$ cat config.mk
export PLATFORM = sky130hd
export DESIGN_NAME = ncl_mult_seq
export DESIGN_NICKNAME = d
export VERILOG_FILES = /design/src/rtl/ncl_mult_seq.sv
export SDC_FILE = /design/constraint.sdc
export NUM_CORES = 1
export LEC_CHECK = 0
export ABC_AREA = 1
export BUFFER_PORTS_ARGS = -buffer_cell sky130_fd_sc_hd__buf_4
export CAP_MARGIN = 20
export CORE_ASPECT_RATIO = 0.5
export CORE_MARGIN = 4
export CORE_UTILIZATION = 40
export CTS_CLUSTER_SIZE = 16
export DETAILED_ROUTE_END_ITERATION = 12
export PLACE_DENSITY = 0.63
export SYNTH_ARGS = -nofsm -noshare
export SYNTH_HDL_FRONTEND = slang
export SYNTH_SLANG_ARGS = --single-unit
$ cat constraint.sdc
create_clock -name clk -period 1.4 [get_ports clk]
set_clock_uncertainty 0.05 [all_clocks]
set_input_delay 0.21 -clock clk [delete_from_list [all_inputs] [get_ports clk]]
set_output_delay 0.21 -clock clk [all_outputs]
set_load 0.02 [all_outputs]
$ cat src/rtl/ncl_mult_seq.sv
// Iterative shift-add WIDTH x WIDTH unsigned multiplier with NCL dual-rail I/O and Ki/Ko handshake.
// Define NCL_MULT_ILLEGAL_CHK_EN to flag (1,1) input rails on a sticky err output.
module ncl_mult_seq #(
    parameter int WIDTH = 3
) (
    input  logic               clk,
    input  logic               rst_n,
    input  logic [WIDTH-1:0]   a_rail1,
    input  logic [WIDTH-1:0]   a_rail0,
    input  logic [WIDTH-1:0]   b_rail1,
    input  logic [WIDTH-1:0]   b_rail0,
    input  logic               Ki,
    output logic [2*WIDTH-1:0] p_rail1,
    output logic [2*WIDTH-1:0] p_rail0,
    output logic               Ko,
    output logic               err
);

    localparam int         PW       = 2 * WIDTH;
    localparam logic [4:0] LAST_CNT = 5'(WIDTH - 1);

    typedef enum logic [2:0] {
        IDLE,
        CALC,
        WAIT_KI,
        PRESENT,
        DRAIN
    } state_t;

    state_t          state_q, state_d;
    logic [PW-1:0]   a_sh_q, a_sh_d;
    logic [WIDTH-1:0] b_q, b_d;
    logic [PW-1:0]   acc_q, acc_d;
    logic [4:0]      cnt_q, cnt_d;
    logic [PW-1:0]   p1_q, p1_d;
    logic [PW-1:0]   p0_q, p0_d;
    logic            ko_q, ko_d;
    logic            null_seen_q, null_seen_d;

    logic in_complete;
    logic in_null;

    // A (1,1) bit has xor 0, so it can never count as complete DATA.
    assign in_complete = (&(a_rail1 ^ a_rail0)) && (&(b_rail1 ^ b_rail0));
    assign in_null     = ~|{a_rail1, a_rail0, b_rail1, b_rail0};

    always_comb begin
        state_d     = state_q;
        a_sh_d      = a_sh_q;
        b_d         = b_q;
        acc_d       = acc_q;
        cnt_d       = cnt_q;
        p1_d        = p1_q;
        p0_d        = p0_q;
        null_seen_d = null_seen_q;

        if (state_q != IDLE && in_null) begin
            null_seen_d = 1'b1;
        end

        case (state_q)
            IDLE: begin
                if (in_complete) begin
                    a_sh_d      = PW'(a_rail1);
                    b_d         = b_rail1;
                    acc_d       = '0;
                    cnt_d       = '0;
                    null_seen_d = 1'b0;
                    state_d     = CALC;
                end
            end
            CALC: begin
                // Multiplicand shifts left and multiplier right, so only bit 0 of B is ever inspected.
                if (b_q[0]) begin
                    acc_d = acc_q + a_sh_q;
                end
                a_sh_d = a_sh_q << 1;
                b_d    = b_q >> 1;
                cnt_d  = cnt_q + 5'd1;
                if (cnt_q == LAST_CNT) begin
                    state_d = WAIT_KI;
                end
            end
            WAIT_KI: begin
                if (Ki) begin
                    p1_d    = acc_q;
                    p0_d    = ~acc_q;
                    state_d = PRESENT;
                end
            end
            PRESENT: begin
                if (!Ki) begin
                    p1_d    = '0;
                    p0_d    = '0;
                    state_d = DRAIN;
                end
            end
            DRAIN: begin
                if (null_seen_q) begin
                    state_d = IDLE;
                end
            end
            default: begin
                state_d = IDLE;
            end
        endcase

        ko_d = (state_d == IDLE);
    end

    always_ff @(posedge clk or negedge rst_n) begin
        if (!rst_n) begin
            state_q     <= IDLE;
            a_sh_q      <= '0;
            b_q         <= '0;
            acc_q       <= '0;
            cnt_q       <= '0;
            p1_q        <= '0;
            p0_q        <= '0;
            ko_q        <= 1'b1;
            null_seen_q <= 1'b0;
        end else begin
            state_q     <= state_d;
            a_sh_q      <= a_sh_d;
            b_q         <= b_d;
            acc_q       <= acc_d;
            cnt_q       <= cnt_d;
            p1_q        <= p1_d;
            p0_q        <= p0_d;
            ko_q        <= ko_d;
            null_seen_q <= null_seen_d;
        end
    end

    assign p_rail1 = p1_q;
    assign p_rail0 = p0_q;
    assign Ko      = ko_q;

`ifdef NCL_MULT_ILLEGAL_CHK_EN
    logic err_q, err_d;
    logic illegal;

    assign illegal = (|(a_rail1 & a_rail0)) || (|(b_rail1 & b_rail0));

    always_comb begin
        err_d = err_q | illegal;
    end

    always_ff @(posedge clk or negedge rst_n) begin
        if (!rst_n) begin
            err_q <= 1'b0;
        end else begin
            err_q <= err_d;
        end
    end

    assign err = err_q;
`else
    assign err = 1'b0;
`endif

endmodule
# ---- After elaboration in Yosys (flattened, before gate mapping)
# Index checks and enable logic that the tools add are counted.
dict set report op_classes {
  shifts 0
  n_bitwise 3
  magnitude_cmp 0
  n_reduce_logical 14
  addsub 2
  div_mod_pow 0
  eq_ne 9
  mul 0
  n_mux 23
}
# cell n
set ops {}
lappend ops {{$pmux 6 s2} 4}
lappend ops {{$mux 6} 6}
lappend ops {{$mux 3} 6}
lappend ops {{$pmux 3 s5} 1}
lappend ops {{$reduce_and 3->1} 4}
lappend ops {{$reduce_or 12->1} 1}
lappend ops {{$pmux 5 s2} 1}
lappend ops {{$ne 2x2->1 const B} 4}
lappend ops {{$add 6x6->6} 1}
lappend ops {{$eq 3x2->1 const B} 2}
lappend ops {{$logic_not 3->1} 2}
lappend ops {{$not 6->6} 1}
lappend ops {{$pmux 3 s2} 1}
lappend ops {{$xor 3x3->3} 2}
lappend ops {{$add 5x1->5 const B} 1}
lappend ops {{$eq 5x2->1 const B} 1}
lappend ops {{$mux 5} 1}
lappend ops {{$reduce_bool 2->1} 2}
lappend ops {{$eq 3x1->1 const B} 1}
lappend ops {{$eq 3x3->1 const B} 1}
lappend ops {{$mux 1} 3}
lappend ops {{$reduce_bool 3->1} 1}
lappend ops {{$logic_and 1x1->1} 2}
lappend ops {{$reduce_and 2->1} 1}
lappend ops {{$logic_not 1->1} 1}
dict set report word_totals {
  mem_count 0
  word_cells 60
  out_inout_bits 14
  latchBits 0
  register_bits 37
  mem_bits_ro 0
  ramBits 0
  inputBits 15
}

# ---- Depth between registers and ports, before layout
dict set report depth {
  ltp_word 6
  depth_mapped 9
  mapped_depth_nobuf 9
}

# ---- Worst setup path before layout
# OpenSTA, ideal clock, no wires.
dict set report synth_path {
  kind {register to register}
  from {reg a_sh_q[0]}
  to {reg acc_q[4]}
  required_ns 1.232
  stages_incl_launch_ff 10
  period_less_slack_ns 1.540
  setup_slack_ns -0.140
  arrival_time_ns 1.372
  setup_time_ns 0.118
  path_buffers 0
  path_cell_list {dfrtp_1 ha_1 inv_1 fa_1 o21ai_0 nand2_1 nand2_1 nand2_1 nand3_1 nand2_1}
}
dict set report synth_between {
  elab_chain_len 3
}
# element line_no
set synth_rtl {}
lappend synth_rtl {{from (decl)} 31} ;# logic [PW-1:0] a_sh_q, a_sh_d;
lappend synth_rtl {{from (signal assigned)} 124} ;# a_sh_q <= a_sh_d;
lappend synth_rtl {{$add 6x6->6} 75} ;# acc_d = acc_q + a_sh_q;
lappend synth_rtl {{$mux 6} 74} ;# if (b_q[0]) begin
lappend synth_rtl {{$pmux 6 s2} 61} ;# case (state_q)
lappend synth_rtl {{to (signal assigned)} 116} ;# acc_q <= '0;
lappend synth_rtl {{to (signal assigned)} 126} ;# acc_q <= acc_d;
lappend synth_rtl {{to (decl)} 33} ;# logic [PW-1:0] acc_q, acc_d;
# No other way between the ends. The select of a mux whose other input is x is not followed.
# A chain may end at the register's enable or synchronous reset.

# ---- Worst setup path after layout
dict set report layout_path {
  from {reg a_sh_q[1]}
  to {reg acc_q[4]}
}
# The elaborated chain is that of the path after synthesis.

==> out/qor.txt <==
STATUS
-------------------------------------------------------------------------------
Run status                                                         finished with violations
Violations in the final reports                                    negative setup slack

POWER
-------------------------------------------------------------------------------
Part of the power in combinational logic                                  54.5%
Areal power density over the cells                                 2071 nW/um^2
Switching Share                                                          41.36%
Switch Pwr                                                             2.415 mW
Max VDD drop                                                        0.0006532 V
Power share of the sequential group                                       32.9%
Share of power burned in the clock network                                12.7%
Internal Power                                                         3.424 mW
Total power draw                                                       5.839 mW
Leakage                                                                1.473 nW

SYNTH
-------------------------------------------------------------------------------
Count of yosys warnings during synthesis                                      0
Async set or reset register ratio after synthesis                        100.0%
Post-synthesis net count                                                    267
Unique masters post-synth                                                    31
Share of synthesized area occupied by flip-flops and latches             45.83%
#FFs+latches synth                                                           37
Cell type contributing the most total cell area after synthesis         dfrtp_1
Number of enable-type register cells in the synthesized netlist               0
Synthesized area                                                      2023 um^2
Most common flop cell mapped by yosys                                   dfrtp_1
Area share of the largest cell type after synthesis                      44.53%
Main area contributors after synthesis                             dfrtp_1, nand2_1, nand3_1, ha_1, nor2_1
Synth Area per Inst                                                  8.292 um^2
Cell count after synthesis                                                  244

ROUTING
-------------------------------------------------------------------------------
Met3 layer wire length in the routed design                              277 um
Routed Antenna Nets                                                           0
DR WL/cell                                                             12.27 um
Detail Route met2 WL                                                    2027 um
DRC violation total after the first TritonRoute iteration                   100
Highest Signal Layer                                                       met4
Total number of vias                                                       1834
Post-route DRC                                                                0
Detailed-routing iteration count for the pre-antenna-repair pass              4
Wire length on met1                                                     2242 um
Total length of routed wires                                            4613 um
Post-detailed-route via-to-cell ratio                                     4.878

CLOCK NETWORK
-------------------------------------------------------------------------------
CTS clock-pin slew for the worst setup and hold paths                   0.07 ns
Clock tree from TritonCTS                                                 built
Clk_lat worst skew                                                      0.29 ns
Clock root cell                                                        clkbuf_8
Max clock buf depth                                                           2
TritonCTS Buffers                                                             5
Htree depth                                                                   2
Clk sinks                                                                    37

TIMING
-------------------------------------------------------------------------------
Final clock period utilization by the worst path                         109.5%
Final count of hold timing violations                                         0
Upper clock frequency limit                                          0.6525 GHz
Unrepaired setup endpoints after global routing                            true
Final max-slew violation count                                                0
Number of setup violations in the final report                                7
Slack of the critical path                                           -0.1326 ns
Final critical delay including setup and external delays               1.533 ns

DIE
-------------------------------------------------------------------------------
Standard-cell row count                                                      17
Core region area                                                      4637 um^2
DIE WIDTH                                                              108.6 um
Effective utilization at floorplan                                       43.63%
Area of the die                                                       6329 um^2
Die H                                                                  58.29 um
Num ports                                                                    29

PLACEMENT
-------------------------------------------------------------------------------
Number of input and output port buffers inserted                             27
Placed wire-length estimate                                             3216 um
Placer congestion estimate                                               0.7957
Number of cells after detailed placement                                    350

CELLS AND AREA
-------------------------------------------------------------------------------
Number of cells in the finished layout apart from fillers                   376
Antenna diode instance count                                                  0
Net count reported at finish                                                332
Share of cells above drive strength 1                                    36.13%
Synth-to-Final Area Change                                               39.39%
Number of fill cells in the layout                                          405

WORST HOLD PATH
-------------------------------------------------------------------------------
Classification of the worst-slack hold path                              in2reg

CRITICAL PATH
-------------------------------------------------------------------------------
Max incr delay on CP                                                    0.42 ns
Maximum fanout count along the critical path                                  3
Most Frequent Cell on Critical Path                                     nand2_1
Required arrival time at the worst endpoint                             1.54 ns
Endpoint arrival time on the critical path                              1.67 ns
Worst Path Class, Setup                                                 reg2reg
List of cells traversed by the critical path                       inv_1 > fa_2 > o21ai_1 > nand2_1 > nand2_1 > nand2_1 > nand3_1 > nand2_1
Critical path buffers and inverters                                           1
Element type at the critical path end                                  register
Top cell family by delay on the critical path                        flip-flops
Worst Setup Start Kind                                                 register
Critical-path top delay cell                                            dfrtp_1

RUN
-------------------------------------------------------------------------------
Max-cap check violation count                                                 0

GLOBAL ROUTE
-------------------------------------------------------------------------------
Antenna violations before repair                                              0
First-pass GRT wire length                                              7493 um
Via count of the first global-routing pass                                 1640
Total routing resource utilization after global routing                  15.00%
Largest net degree at the start of global routing                            38
Overflow left after global routing                                            0

timing repair:
item                                   4_1_cts  5_1_grt
setup buffers                                6       10
gates resized for setup                      2       39
hold buffers                                 1        0
setup endpoints to repair                   21       26
pin swaps                                    5       13
endpoints found under the hold margin       36        0
cloned                                       0        1
registers in the layout (all words and copies together) (netlist names), 3 cells and up:
register and count:
state_q 3, p_rail1 6, a_sh_q 6, b_q 3
cnt_q 5, acc_q 6, p_rail0 6
per-layer routing:
layer	up-vias	track usage [%]
li1	933	-
met1	836	21.77
met2	56	22.30
met3	9	3.834
met4	0	4.317
met5	-	0
placed cells by master, fill, tap and decap left out, types with 2 or more instances in the layout:
cell      instances
nor3_4            2
inv_1            14
inv_2             4
xnor2_1           2
nand3_2          14
nor2_1           20
nand4_1           4
nand2_4           3
nand2_1          72
clkinv_2          2
buf_4            51
buf_6             9
buf_8             2
clkbuf_8          5
o21ai_1           6
ha_1              4
dfrtp_1          35
a31o_2            2
a21oi_1           3
o21ai_0           3
nand3_1          26
nand3b_1          3
ha_4              2
nor2_4            3
nand2_2           2
worst min-delay path, cell delays in order:
cell	delay [ns]
buf_4	0.09
nand3_1	0.08
nand2_1	0.06
cells in the mapped netlist, types with 3 or more instances:
master	number
ha_1	7
o21ai_1	4
nand3b_1	3
nand4_1	4
nand3_2	5
dfrtp_1	36
nor2_1	21
nand2_1	74
inv_1	17
a21oi_1	4
buf_2	3
nand3_1	35
o21ai_0	6
power by group through the flow:
stage | Combinational (mW) | Sequential [mW] | Clock [mW]
floorplan | 1.51 | 2.06 | 0
CTS | 2.66 | 1.87 | 0.758
detailed placement | 2.59 | 1.89 | 0
finish | 3.18 | 1.92 | 0.740
global placement | 2.54 | 1.87 | 0
global route | 3.54 | 1.98 | 0.813
metrics by stage:
stage / cell area (um^2) / utilization [%] / hold WS, ns / setup WS, ns / setup TNS, ns
final: 2820 / 60.82 / 0.1300 / -0.1326 / -0.2448
after global routing: 2820 / 60.82 / 0.1634 / -0.2117 / -1.472
after CTS: 2549 / 54.96 / 0.1254 / -0.08929 / -0.1440
after detailed placement: 2405 / 51.86 / 0.1548 / -0.08923 / -0.4688
after global placement: 2405 / 51.86 / 0.1437 / -0.04411 / -0.08369
after floorplan: 2028 / - / -0.1356 / -0.05356 / -0.06404
logic make-up (layout without fill, tap and decap cells):
logic type                 count (synthesis)  in the layout  share of synthesized area (%)
xor gates and xnor gates                   3              3                          1.299
other                                      1              1                         0.1854
AOI/OAI and AO/OA                         17             17                          4.700
adders and majority gates                  8              8                          5.318
DFF                                       37             37                          45.83
buffers and inverters                     25             91                          6.246
and+or+nand+nor                          153            153                          36.43
path summary, 6_finish.rpt:
kind	startpoint	end	slack, ns	cells after the start
worst max-delay path	a_sh_q[1]	acc_q[4]	-0.13	8
worst min-delay path	b_rail1[2]	b_q[2]	0.13	3
worst max register to register	a_sh_q[1]	acc_q[4]	-0.13	8
worst min register to register	p_rail1[5]	p_rail1[5]	0.45	2
max in group asynchronous	rst_n	state_q[0]	0.59	2
min in group asynchronous	rst_n	cnt_q[0]	0.36	2
final cells by class:
cell class	count	area, um^2	share of cell area [%]
clock inverter	3	17.52	0.6211
inverter	18	67.56	2.396
clock buffer	5	68.82	2.440
tap	66	82.58	2.928
sequential	37	928.4	32.92
timing repair buffer	65	569.3	20.19
multi-input combinational	182	1086	38.51
(Power assumes the default switching activity.)
